==> src/rtl/vga_shooter_display_if.sv <==
// Control levels from the key decoder and registered video outputs to the DAC.
interface vga_shooter_display_if;
  logic       move_left;
  logic       move_right;
  logic       fire;
  logic       pause;
  logic       oHS;
  logic       oVS;
  logic       oBLANK_n;
  logic [7:0] r_data;
  logic [7:0] g_data;
  logic [7:0] b_data;

  modport master (
    output move_left, move_right, fire, pause,
    input  oHS, oVS, oBLANK_n, r_data, g_data, b_data
  );

  modport slave (
    input  move_left, move_right, fire, pause,
    output oHS, oVS, oBLANK_n, r_data, g_data, b_data
  );
endinterface

==> src/rtl/vga_shooter_display.sv <==
// 640x480@60 raster plus shooter game state (ship, 8 bullets, monster row, two-digit count).
// Sync, blank and RGB leave one register stage after the raster counters; pause freezes only the game.
module vga_shooter_display #(
  parameter int MOVE_DIV     = 1000000,
  parameter int BULLET_DIV   = 100000,
  parameter int NUM_MONSTERS = 10,
  parameter int MONSTER_SIZE = 32,
  parameter int SCORE_X      = 600,
  parameter int SCORE_Y      = 10
) (
  input logic                  iVGA_CLK,
  input logic                  iRST_n,
  vga_shooter_display_if.slave bus
);
  localparam logic [9:0] H_LAST = 10'd799;
  localparam logic [9:0] V_LAST = 10'd524;
  localparam logic [9:0] H_VIS  = 10'd640;
  localparam logic [9:0] V_VIS  = 10'd480;
  localparam logic [9:0] HS_BEG = 10'd656;
  localparam logic [9:0] HS_END = 10'd752;
  localparam logic [9:0] VS_BEG = 10'd490;
  localparam logic [9:0] VS_END = 10'd492;

  localparam int NB = 8;
  localparam int MW = $clog2(MOVE_DIV + 1);
  localparam int BW = $clog2(BULLET_DIV + 1);

  localparam logic [9:0] SHIP_X0 = 10'd320;
  localparam logic [8:0] SHIP_Y  = 9'd450;
  localparam logic [9:0] SHIP_YV = {1'b0, SHIP_Y};
  localparam logic [8:0] MON_Y   = 9'd50;
  localparam logic [9:0] MON_YV  = {1'b0, MON_Y};
  localparam logic [9:0] MSZ     = 10'(MONSTER_SIZE);
  localparam logic [8:0] MSZ9    = 9'(MONSTER_SIZE);
  localparam logic [9:0] SX      = 10'(SCORE_X);
  localparam logic [9:0] SXU     = 10'(SCORE_X + 10);
  localparam logic [9:0] SY      = 10'(SCORE_Y);
  localparam logic [2:0] SX_LO   = 3'(SCORE_X);
  localparam logic [2:0] SXU_LO  = 3'(SCORE_X + 10);
  localparam logic [2:0] SY_LO   = 3'(SCORE_Y);

  function automatic logic [9:0] mon_x(input int j);
    return 10'(50 + 42 * j);
  endfunction

  function automatic logic [7:0] font_row(input logic [3:0] d, input logic [2:0] r);
    logic [63:0] g;
    case (d)
      4'd0:    g = 64'h3C666E7666663C00;
      4'd1:    g = 64'h3878181818187E00;
      4'd2:    g = 64'h3C66060C30607E00;
      4'd3:    g = 64'h3C66061C06663C00;
      4'd4:    g = 64'h0C1C3C6C7E0C0C00;
      4'd5:    g = 64'h7E607C0606663C00;
      4'd6:    g = 64'h3C607C6666663C00;
      4'd7:    g = 64'h7E060C1830303000;
      4'd8:    g = 64'h3C66663C66663C00;
      4'd9:    g = 64'h3C66663E060C3800;
      default: g = '0;
    endcase
    return g[{3'd7 - r, 3'b000} +: 8];
  endfunction

  logic [9:0]              h_cnt;
  logic [9:0]              v_cnt;
  logic [MW-1:0]           move_cnt;
  logic [BW-1:0]           bullet_cnt;
  logic [9:0]              ship_x;
  logic                    fire_q;
  logic [NB-1:0]           bul_act;
  logic [9:0]              bul_x [NB];
  logic [8:0]              bul_y [NB];
  logic [NUM_MONSTERS-1:0] mon_act;
  logic [3:0]              remaining;

  logic       move_tick;
  logic       bullet_tick;
  logic       fire_edge;
  logic       spawn_free;
  logic [2:0] spawn_i;
  logic       kill;
  logic [2:0] kill_b;
  logic [3:0] kill_m;

  always_ff @(posedge iVGA_CLK or negedge iRST_n) begin
    if (!iRST_n) begin
      h_cnt <= '0;
      v_cnt <= '0;
    end else if (h_cnt == H_LAST) begin
      h_cnt <= '0;
      v_cnt <= (v_cnt == V_LAST) ? 10'd0 : v_cnt + 10'd1;
    end else begin
      h_cnt <= h_cnt + 10'd1;
    end
  end

  assign move_tick   = (move_cnt == MW'(MOVE_DIV));
  assign bullet_tick = (bullet_cnt == BW'(BULLET_DIV));
  assign fire_edge   = bus.fire & ~fire_q;

  always_comb begin
    spawn_free = 1'b0;
    spawn_i    = 3'd0;
    for (int i = 0; i < NB; i++) begin
      if (!spawn_free && !bul_act[i]) begin
        spawn_free = 1'b1;
        spawn_i    = 3'(i);
      end
    end
  end

  // Outer loop over monsters so the first hit found is lowest monster, then lowest bullet.
  always_comb begin
    kill   = 1'b0;
    kill_b = 3'd0;
    kill_m = 4'd0;
    for (int j = 0; j < NUM_MONSTERS; j++) begin
      for (int i = 0; i < NB; i++) begin
        if (!kill && mon_act[j] && bul_act[i] &&
            bul_x[i] >= mon_x(j) && bul_x[i] < mon_x(j) + MSZ &&
            bul_y[i] >= MON_Y && bul_y[i] < MON_Y + MSZ9) begin
          kill   = 1'b1;
          kill_b = 3'(i);
          kill_m = 4'(j);
        end
      end
    end
  end

  always_ff @(posedge iVGA_CLK or negedge iRST_n) begin
    if (!iRST_n) begin
      move_cnt   <= '0;
      bullet_cnt <= '0;
      ship_x     <= SHIP_X0;
      fire_q     <= 1'b0;
      bul_act    <= '0;
      for (int i = 0; i < NB; i++) begin
        bul_x[i] <= '0;
        bul_y[i] <= '0;
      end
      mon_act    <= '1;
      remaining  <= 4'(NUM_MONSTERS);
    end else if (!bus.pause) begin
      fire_q     <= bus.fire;
      move_cnt   <= move_tick ? '0 : move_cnt + 1'b1;
      bullet_cnt <= bullet_tick ? '0 : bullet_cnt + 1'b1;

      if (move_tick) begin
        if (bus.move_right) begin
          if (ship_x < 10'd624) ship_x <= ship_x + 10'd5;
        end else if (bus.move_left) begin
          if (ship_x > 10'd5) ship_x <= ship_x - 10'd5;
        end
      end

      for (int i = 0; i < NB; i++) begin
        if (kill && kill_b == 3'(i)) begin
          bul_act[i] <= 1'b0;
        end else if (fire_edge && spawn_free && spawn_i == 3'(i)) begin
          bul_act[i] <= 1'b1;
          bul_x[i]   <= ship_x + 10'd8;
          bul_y[i]   <= SHIP_Y;
        end else if (bullet_tick && bul_act[i]) begin
          if (bul_y[i] < 9'd5) bul_act[i] <= 1'b0;
          else                 bul_y[i]   <= bul_y[i] - 9'd5;
        end
      end

      for (int j = 0; j < NUM_MONSTERS; j++) begin
        if (kill && kill_m == 4'(j)) mon_act[j] <= 1'b0;
      end
      if (kill && remaining != 4'd0) remaining <= remaining - 4'd1;
    end
  end

  logic        visible;
  logic        hs_n;
  logic        vs_n;
  logic        ship_hit;
  logic        bul_hit;
  logic        mon_hit;
  logic        digit_lit;
  logic [3:0]  tens;
  logic [3:0]  units;
  logic [2:0]  srow;
  logic [2:0]  col_t;
  logic [2:0]  col_u;
  logic [7:0]  bits;
  logic [23:0] color;

  always_comb begin
    visible = (h_cnt < H_VIS) && (v_cnt < V_VIS);
    hs_n    = !((h_cnt >= HS_BEG) && (h_cnt < HS_END));
    vs_n    = !((v_cnt >= VS_BEG) && (v_cnt < VS_END));

    ship_hit = (h_cnt >= ship_x) && (h_cnt < ship_x + 10'd16) &&
               (v_cnt >= SHIP_YV) && (v_cnt < SHIP_YV + 10'd16);

    bul_hit = 1'b0;
    for (int i = 0; i < NB; i++) begin
      if (bul_act[i] && h_cnt >= bul_x[i] && h_cnt < bul_x[i] + 10'd4 &&
          v_cnt >= {1'b0, bul_y[i]} && v_cnt < {1'b0, bul_y[i]} + 10'd8)
        bul_hit = 1'b1;
    end

    mon_hit = 1'b0;
    for (int j = 0; j < NUM_MONSTERS; j++) begin
      if (mon_act[j] && h_cnt >= mon_x(j) && h_cnt < mon_x(j) + MSZ &&
          v_cnt >= MON_YV && v_cnt < MON_YV + MSZ)
        mon_hit = 1'b1;
    end

    // remaining never exceeds 15, so the tens digit is 0 or 1.
    tens  = (remaining >= 4'd10) ? 4'd1 : 4'd0;
    units = (remaining >= 4'd10) ? remaining - 4'd10 : remaining;
    srow  = v_cnt[2:0] - SY_LO;
    col_t = h_cnt[2:0] - SX_LO;
    col_u = h_cnt[2:0] - SXU_LO;

    bits      = 8'd0;
    digit_lit = 1'b0;
    if (v_cnt >= SY && v_cnt < SY + 10'd8) begin
      if (h_cnt >= SX && h_cnt < SX + 10'd8) begin
        bits      = font_row(tens, srow);
        digit_lit = bits[3'd7 - col_t];
      end else if (h_cnt >= SXU && h_cnt < SXU + 10'd8) begin
        bits      = font_row(units, srow);
        digit_lit = bits[3'd7 - col_u];
      end
    end

    color = 24'h000000;
    if (ship_hit)       color = 24'h00FF00;
    else if (bul_hit)   color = 24'hFFFF00;
    else if (mon_hit)   color = 24'hFF0000;
    else if (digit_lit) color = 24'hFFFFFF;
  end

  always_ff @(posedge iVGA_CLK or negedge iRST_n) begin
    if (!iRST_n) begin
      bus.oHS      <= 1'b1;
      bus.oVS      <= 1'b1;
      bus.oBLANK_n <= 1'b0;
      bus.r_data   <= 8'd0;
      bus.g_data   <= 8'd0;
      bus.b_data   <= 8'd0;
    end else begin
      bus.oHS      <= hs_n;
      bus.oVS      <= vs_n;
      bus.oBLANK_n <= visible;
      bus.r_data   <= visible ? color[23:16] : 8'd0;
      bus.g_data   <= visible ? color[15:8]  : 8'd0;
      bus.b_data   <= visible ? color[7:0]   : 8'd0;
    end
  end
endmodule

==> src/flat_wrapper.sv <==
// flat-port wrapper written by rule: the top's interface ports become plain ports
module vga_shooter_display_flat 
#(
  parameter int MOVE_DIV     = 1000000,
  parameter int BULLET_DIV   = 100000,
  parameter int NUM_MONSTERS = 10,
  parameter int MONSTER_SIZE = 32,
  parameter int SCORE_X      = 600,
  parameter int SCORE_Y      = 10
)
  (iVGA_CLK, iRST_n, bus_move_left, bus_move_right, bus_fire, bus_pause, bus_oHS, bus_oVS, bus_oBLANK_n, bus_r_data, bus_g_data, bus_b_data);
  vga_shooter_display_if bus_i ();
  input logic iVGA_CLK;
  input logic iRST_n;
  input wire logic [$bits(bus_i.move_left)-1:0] bus_move_left;
  input wire logic [$bits(bus_i.move_right)-1:0] bus_move_right;
  input wire logic [$bits(bus_i.fire)-1:0] bus_fire;
  input wire logic [$bits(bus_i.pause)-1:0] bus_pause;
  output wire logic [$bits(bus_i.oHS)-1:0] bus_oHS;
  output wire logic [$bits(bus_i.oVS)-1:0] bus_oVS;
  output wire logic [$bits(bus_i.oBLANK_n)-1:0] bus_oBLANK_n;
  output wire logic [$bits(bus_i.r_data)-1:0] bus_r_data;
  output wire logic [$bits(bus_i.g_data)-1:0] bus_g_data;
  output wire logic [$bits(bus_i.b_data)-1:0] bus_b_data;
  assign bus_i.move_left = bus_move_left;
  assign bus_i.move_right = bus_move_right;
  assign bus_i.fire = bus_fire;
  assign bus_i.pause = bus_pause;
  assign bus_oHS = bus_i.oHS;
  assign bus_oVS = bus_i.oVS;
  assign bus_oBLANK_n = bus_i.oBLANK_n;
  assign bus_r_data = bus_i.r_data;
  assign bus_g_data = bus_i.g_data;
  assign bus_b_data = bus_i.b_data;
  vga_shooter_display #(.MOVE_DIV(MOVE_DIV), .BULLET_DIV(BULLET_DIV), .NUM_MONSTERS(NUM_MONSTERS), .MONSTER_SIZE(MONSTER_SIZE), .SCORE_X(SCORE_X), .SCORE_Y(SCORE_Y)) u_core (.iVGA_CLK(iVGA_CLK), .iRST_n(iRST_n), .bus(bus_i));
endmodule
==> config.mk <==
export PLATFORM = sky130hd
export DESIGN_NAME = vga_shooter_display_flat
export DESIGN_NICKNAME = d
export VERILOG_FILES = /design/src/rtl/vga_shooter_display_if.sv /design/src/rtl/vga_shooter_display.sv /design/src/flat_wrapper.sv
export SDC_FILE = /design/constraint.sdc
export NUM_CORES = 1
export LEC_CHECK = 0
export BUFFER_PORTS_ARGS = -buffer_cell sky130_fd_sc_hd__buf_2
export CORE_ASPECT_RATIO = 1.25
export CORE_UTILIZATION = 45
export CTS_CLUSTER_SIZE = 14
export DETAILED_ROUTE_END_ITERATION = 6
export GPL_TIMING_DRIVEN = 0
export HOLD_SLACK_MARGIN = 0.02
export PLACE_DENSITY_LB_ADDON = 0.3
export SYNTH_ARGS = -nofsm -noshare
export SYNTH_HDL_FRONTEND = slang
export SYNTH_SLANG_ARGS = --single-unit
==> constraint.sdc <==
create_clock -name iVGA_CLK -period 6 [get_ports iVGA_CLK]
set_input_delay 1.5 -clock iVGA_CLK [delete_from_list [all_inputs] [get_ports iVGA_CLK]]
set_output_delay 1.5 -clock iVGA_CLK [all_outputs]
set_load 0.005 [all_outputs]
==> out/summary.txt <==
===============================================================================================
Instance count of the mapped netlist                                                      3,500
Period Utilization, post-route                                                           97.20%
Number of synthesized flops with an enable pin                                                0
Die ar.                                                                             63,000 um^2
Global route overflow                                                                         0
Clock buffer count from CTS                                                                  30
Starting density of the core                                                             45.70%
Post-route core utilization                                                              49.64%
Master of the slowest instance on the critical path                                sky130_fd_sc_hd__nor4_1
H-tree depth                                                                                  1
Flops & latches, synth                                                                      248
I/O Buffers                                                                                  31
TritonCTS clock tree                                                                       done
Die X-Extent                                                                           224.7 um
Arrival time at the worst endpoint                                                      6.35 ns
VDD IR-drop max                                                                     0.0003116 V
Mux contribution to synthesized area                                                     1.538%
Period minus WS final                                                                  5.832 ns
Relative slew slack                                                                     -1.206%
Sequential-to-total area share from yosys stat                                           22.32%
Growth of design area from synthesis to finish                                           8.616%
Drt drc                                                                                       0
Data required time at the worst endpoint                                                6.52 ns
Simple-gate share of the synthesized area                                                24.36%
Deepest clock path buffer count                                                               3
Post-cts hold buffer count                                                                    0
Number of pins with negative max-slew slack in the final report                              26
Hold Slack                                                                            0.4893 ns
Final total negative setup slack                                                           0 ns
Placement row count                                                                         101
Antenna-violating nets left                                                                   0
Maximum number of pins on one net before global-route repair                                105
Synth Area in Compound Gates                                                             22.71%
Pwr/cell area                                                                      289.4 nW/um^2
Total number of vias                                                                     27,773
Main combinational cell family by area after synthesis                             simple AND/OR/NAND/NOR gates
Sw Ratio                                                                                 45.37%
CTS root buffer                                                                    sky130_fd_sc_hd__clkbuf_16
Slack of the critical path                                                            0.1678 ns
Outcome                                                                            finished with violations
First-pass GRT wire length                                                           162,400 um
Worst stage delay on the critical path                                                  1.06 ns
Net switching power figure                                                             3.979 mW
Boundary Pins                                                                                33
Violated checks                                                                    max-capacitance violations, max-slew violations
Y dimension of the die                                                                 280.4 um
Vias/cell                                                                                 6.288
Top-area cell type share of the netlist area                                             20.81%
Cell type with the highest aggregate area in the netlist                           sky130_fd_sc_hd__dfrtp_1
Clock insertion delay at the later pin of the skew report                               0.60 ns
Crit Path Max Fanout                                                                         10
Top post-synthesis cells by area                                                   sky130_fd_sc_hd__dfrtp_1, sky130_fd_sc_hd__ha_1, sky130_fd_sc_hd__o21ai_0, sky130_fd_sc_hd__xnor2_1, sky130_fd_sc_hd__nand2_1
Overall routed net length                                                            108,000 um
Final RePlAce weighted congestion                                                         1.036
Worst Max-Slew Pin Slew                                                                1.518 ns
Gate power share                                                                          49.2%
Setup repair after global routing missed its margin                                          no
Sort of element at the start of the critical path                                          flop
Ratio of cells with drive above 1 in the final layout                                    6.487%
Xor/xnor share of the synthesized area                                                   5.337%
Post-detailed-placement half-perimeter wirelength                                     81,450 um
Ys async rst share                                                                       100.0%
Class of the worst hold path                                                       flop to flop
Most used standard cells in the synthesized netlist                                sky130_fd_sc_hd__ha_1, sky130_fd_sc_hd__nand2_1, sky130_fd_sc_hd__o21ai_0
Synth Cell Area                                                                     27,900 um^2
Fraction of the mapped netlist area in adder cells                                       17.49%
Clock input transition at the sequential cells of the worst setup and hold paths        0.06 ns
Primary FF master, synth                                                           sky130_fd_sc_hd__dfrtp_1
Part of the power in registers                                                            28.4%
Nets in the synthesized netlist                                                           3,896
Setup-failing EPs final                                                                       0
Max-capacitance violation count                                                               2
Core ar.                                                                            61,040 um^2
Number of global-route vias before repair                                                25,901
Upper clock frequency limit                                                           171.5 MHz
Number of sinks on the clock net                                                            248
Total leakage power                                                                    13.03 nW
Number of antenna violations at the first check in global routing                             1
Unique cell type count in the Yosys netlist                                                 116
First drt pass iteration count                                                                6
Worst Path Class, Setup                                                            flop to flop
Share of power burned in the clock network                                                22.4%
List of cells traversed by the critical path                                       inv_1 > ha_1 > o21a_1 > or4_1 > clkbuf_1 > and2_1 > nor4_1 > nand2b_1 > nor2_1 > nand4_4 > buf_6 > nor3_2 > nor4_4 > nand3_1 > and3_1 > buf_2 > nor3_1 > mux2i_1
Total number of nets in the final design                                                  3,967
Number of warnings printed during yosys synthesis                                             0
Endpoint kind of the worst setup timing path                                               flop
Non-filler cells, final                                                                   4,417
Overall global routing resource usage                                                    33.94%
Avg WL per Cell                                                                        24.44 um
Pre-CTS WS                                                                           -0.1338 ns
Total instance count after detailed placement                                             4,363
Final hold vios                                                                               0
Internal portion of total power                                                        4.790 mW
Dominant cell by count in the synthesized netlist                                  sky130_fd_sc_hd__ha_1
Initial DRC count                                                                         2,608
Average cell area after synthesis                                                    7.971 um^2
Clock tree skew after final layout                                                   0.01337 ns
===============================================================================================
==> critical path: cells and delay by family, from the launching register on <==
family	cells	cell delay, ns
compound gates	1	0.12
fa+ha+maj	1	0.22
simple gates	11	4.03
mux	1	0.22
buf+inv	4	0.72
flops	1	0.46
==> registers in the layout, indices dropped and copies added (netlist names), 4 cells and up <==
name	flops
u_core.bul_y	72
u_core.mon_act	10
u_core.remaining	4
u_core.bullet_cnt	17
u_core.v_cnt	10
u_core.h_cnt	10
u_core.bul_act	8
u_core.ship_x	10
u_core.bul_x	80
u_core.move_cnt	20
==> worst paths after layout <==
path                                                  from                              end  slack [ns]  cells after the start
min reg2reg                u_core.move_cnt[11]$_DFFE_PN0N_  u_core.move_cnt[11]$_DFFE_PN0N_        0.49                      1
max in group asynchronous                           iRST_n      u_core.bul_x[2]$_DFFE_PN0P_        4.10                      2
max                           u_core.bul_y[48]$_DFFE_PN0P_     u_core.bul_y[23]$_DFFE_PN0P_        0.17                     18
max reg2reg                   u_core.bul_y[48]$_DFFE_PN0P_     u_core.bul_y[23]$_DFFE_PN0P_        0.17                     18
min                        u_core.move_cnt[11]$_DFFE_PN0N_  u_core.move_cnt[11]$_DFFE_PN0N_        0.49                      1
min in group asynchronous                           iRST_n  u_core.remaining[0]$_DFFE_PN0P_        0.86                      1
==> cells in the final DEF, fill, tap and decap left out, types with 13 or more instances in the layout <==
| cell | instances |
|---|---|
| sky130_fd_sc_hd__buf_4 | 23 |
| sky130_fd_sc_hd__o31ai_1 | 30 |
| sky130_fd_sc_hd__o2111ai_1 | 26 |
| sky130_fd_sc_hd__xor2_1 | 18 |
| sky130_fd_sc_hd__a211o_1 | 13 |
| sky130_fd_sc_hd__or3_1 | 43 |
| sky130_fd_sc_hd__o21ai_0 | 268 |
| sky130_fd_sc_hd__a21boi_0 | 15 |
| sky130_fd_sc_hd__a211oi_1 | 51 |
| sky130_fd_sc_hd__buf_2 | 43 |
| sky130_fd_sc_hd__and2_1 | 22 |
| sky130_fd_sc_hd__xnor2_1 | 147 |
| sky130_fd_sc_hd__nor4_1 | 65 |
| sky130_fd_sc_hd__a31oi_1 | 22 |
| sky130_fd_sc_hd__nor2b_1 | 53 |
| sky130_fd_sc_hd__and3_1 | 31 |
| sky130_fd_sc_hd__dfstp_2 | 16 |
| sky130_fd_sc_hd__dfrtp_1 | 231 |
| sky130_fd_sc_hd__mux2i_1 | 26 |
| sky130_fd_sc_hd__a311oi_1 | 14 |
| sky130_fd_sc_hd__clkbuf_16 | 31 |
| sky130_fd_sc_hd__nand2_1 | 320 |
| sky130_fd_sc_hd__nor3b_1 | 20 |
| sky130_fd_sc_hd__clkbuf_1 | 153 |
| sky130_fd_sc_hd__inv_1 | 216 |
| sky130_fd_sc_hd__clkinv_1 | 18 |
| sky130_fd_sc_hd__o21bai_1 | 13 |
| sky130_fd_sc_hd__nor4b_1 | 14 |
| sky130_fd_sc_hd__nor3_1 | 106 |
| sky130_fd_sc_hd__a21oi_1 | 185 |
| sky130_fd_sc_hd__o21a_1 | 34 |
| sky130_fd_sc_hd__nor2_1 | 179 |
| sky130_fd_sc_hd__nand2b_1 | 66 |
| sky130_fd_sc_hd__nand4_1 | 63 |
| sky130_fd_sc_hd__o211ai_1 | 38 |
| sky130_fd_sc_hd__a21o_1 | 70 |
| sky130_fd_sc_hd__nand3_1 | 180 |
| sky130_fd_sc_hd__or4_1 | 13 |
| sky130_fd_sc_hd__ha_1 | 390 |
==> through the flow <==
step                cell area (um^2)  total power, mW
global placement               29080            6.638
CTS                            30290            8.683
floorplan                      27900            5.495
finish                         30300            8.769
global route                   30300            9.367
detailed placement             29270            6.689
==> layer usage <==
layer / part of all wire [%] / global-route usage [%]
met1: 42 / 44.23
met2: 45 / 53.65
met3: 6.6 / 3.571
met4: 7.1 / 21.30
met5: 0.012 / 0
==> kinds of logic after synthesis <==
group	after synthesis
XOR/XNOR	170
adder cells (fa/ha/maj)	390
multiplexers	41
flip-flops	248
AO/OA/AOI/OAI	946
AND/OR/NAND/NOR	1273
buffers and inverters	432
==> power by group through the flow <==
stage,clock (mW),combinational [mW],sequential [mW]
final,1.97,4.31,2.49
after global routing,2.04,4.78,2.54
after CTS,1.99,4.22,2.47
after detailed placement,0,4.19,2.50
after global placement,0,4.15,2.49
after floorplan,0,3.16,2.34
==> cell type report <==
type | instances | area, um^2
fill | 5952 | 30740
inverter | 238 | 893.4
clock buffer | 40 | 839.6
tap | 824 | 1031
buffer | 193 | 844.6
sequential | 248 | 6227
clock inverter | 13 | 175.2
antenna | 1 | 2.502
timing repair buffer | 40 | 304.0
multi-input combinational | 2820 | 19980
==> timing repair <==
action	4_1_cts	5_1_grt
gates resized for setup	1	2
cloned	0	0
setup buffers	0	1
pin swaps	0	1
hold endpoints to repair	0	0
setup endpoints to repair	11	17
Power figures use the tool's default switching activity.
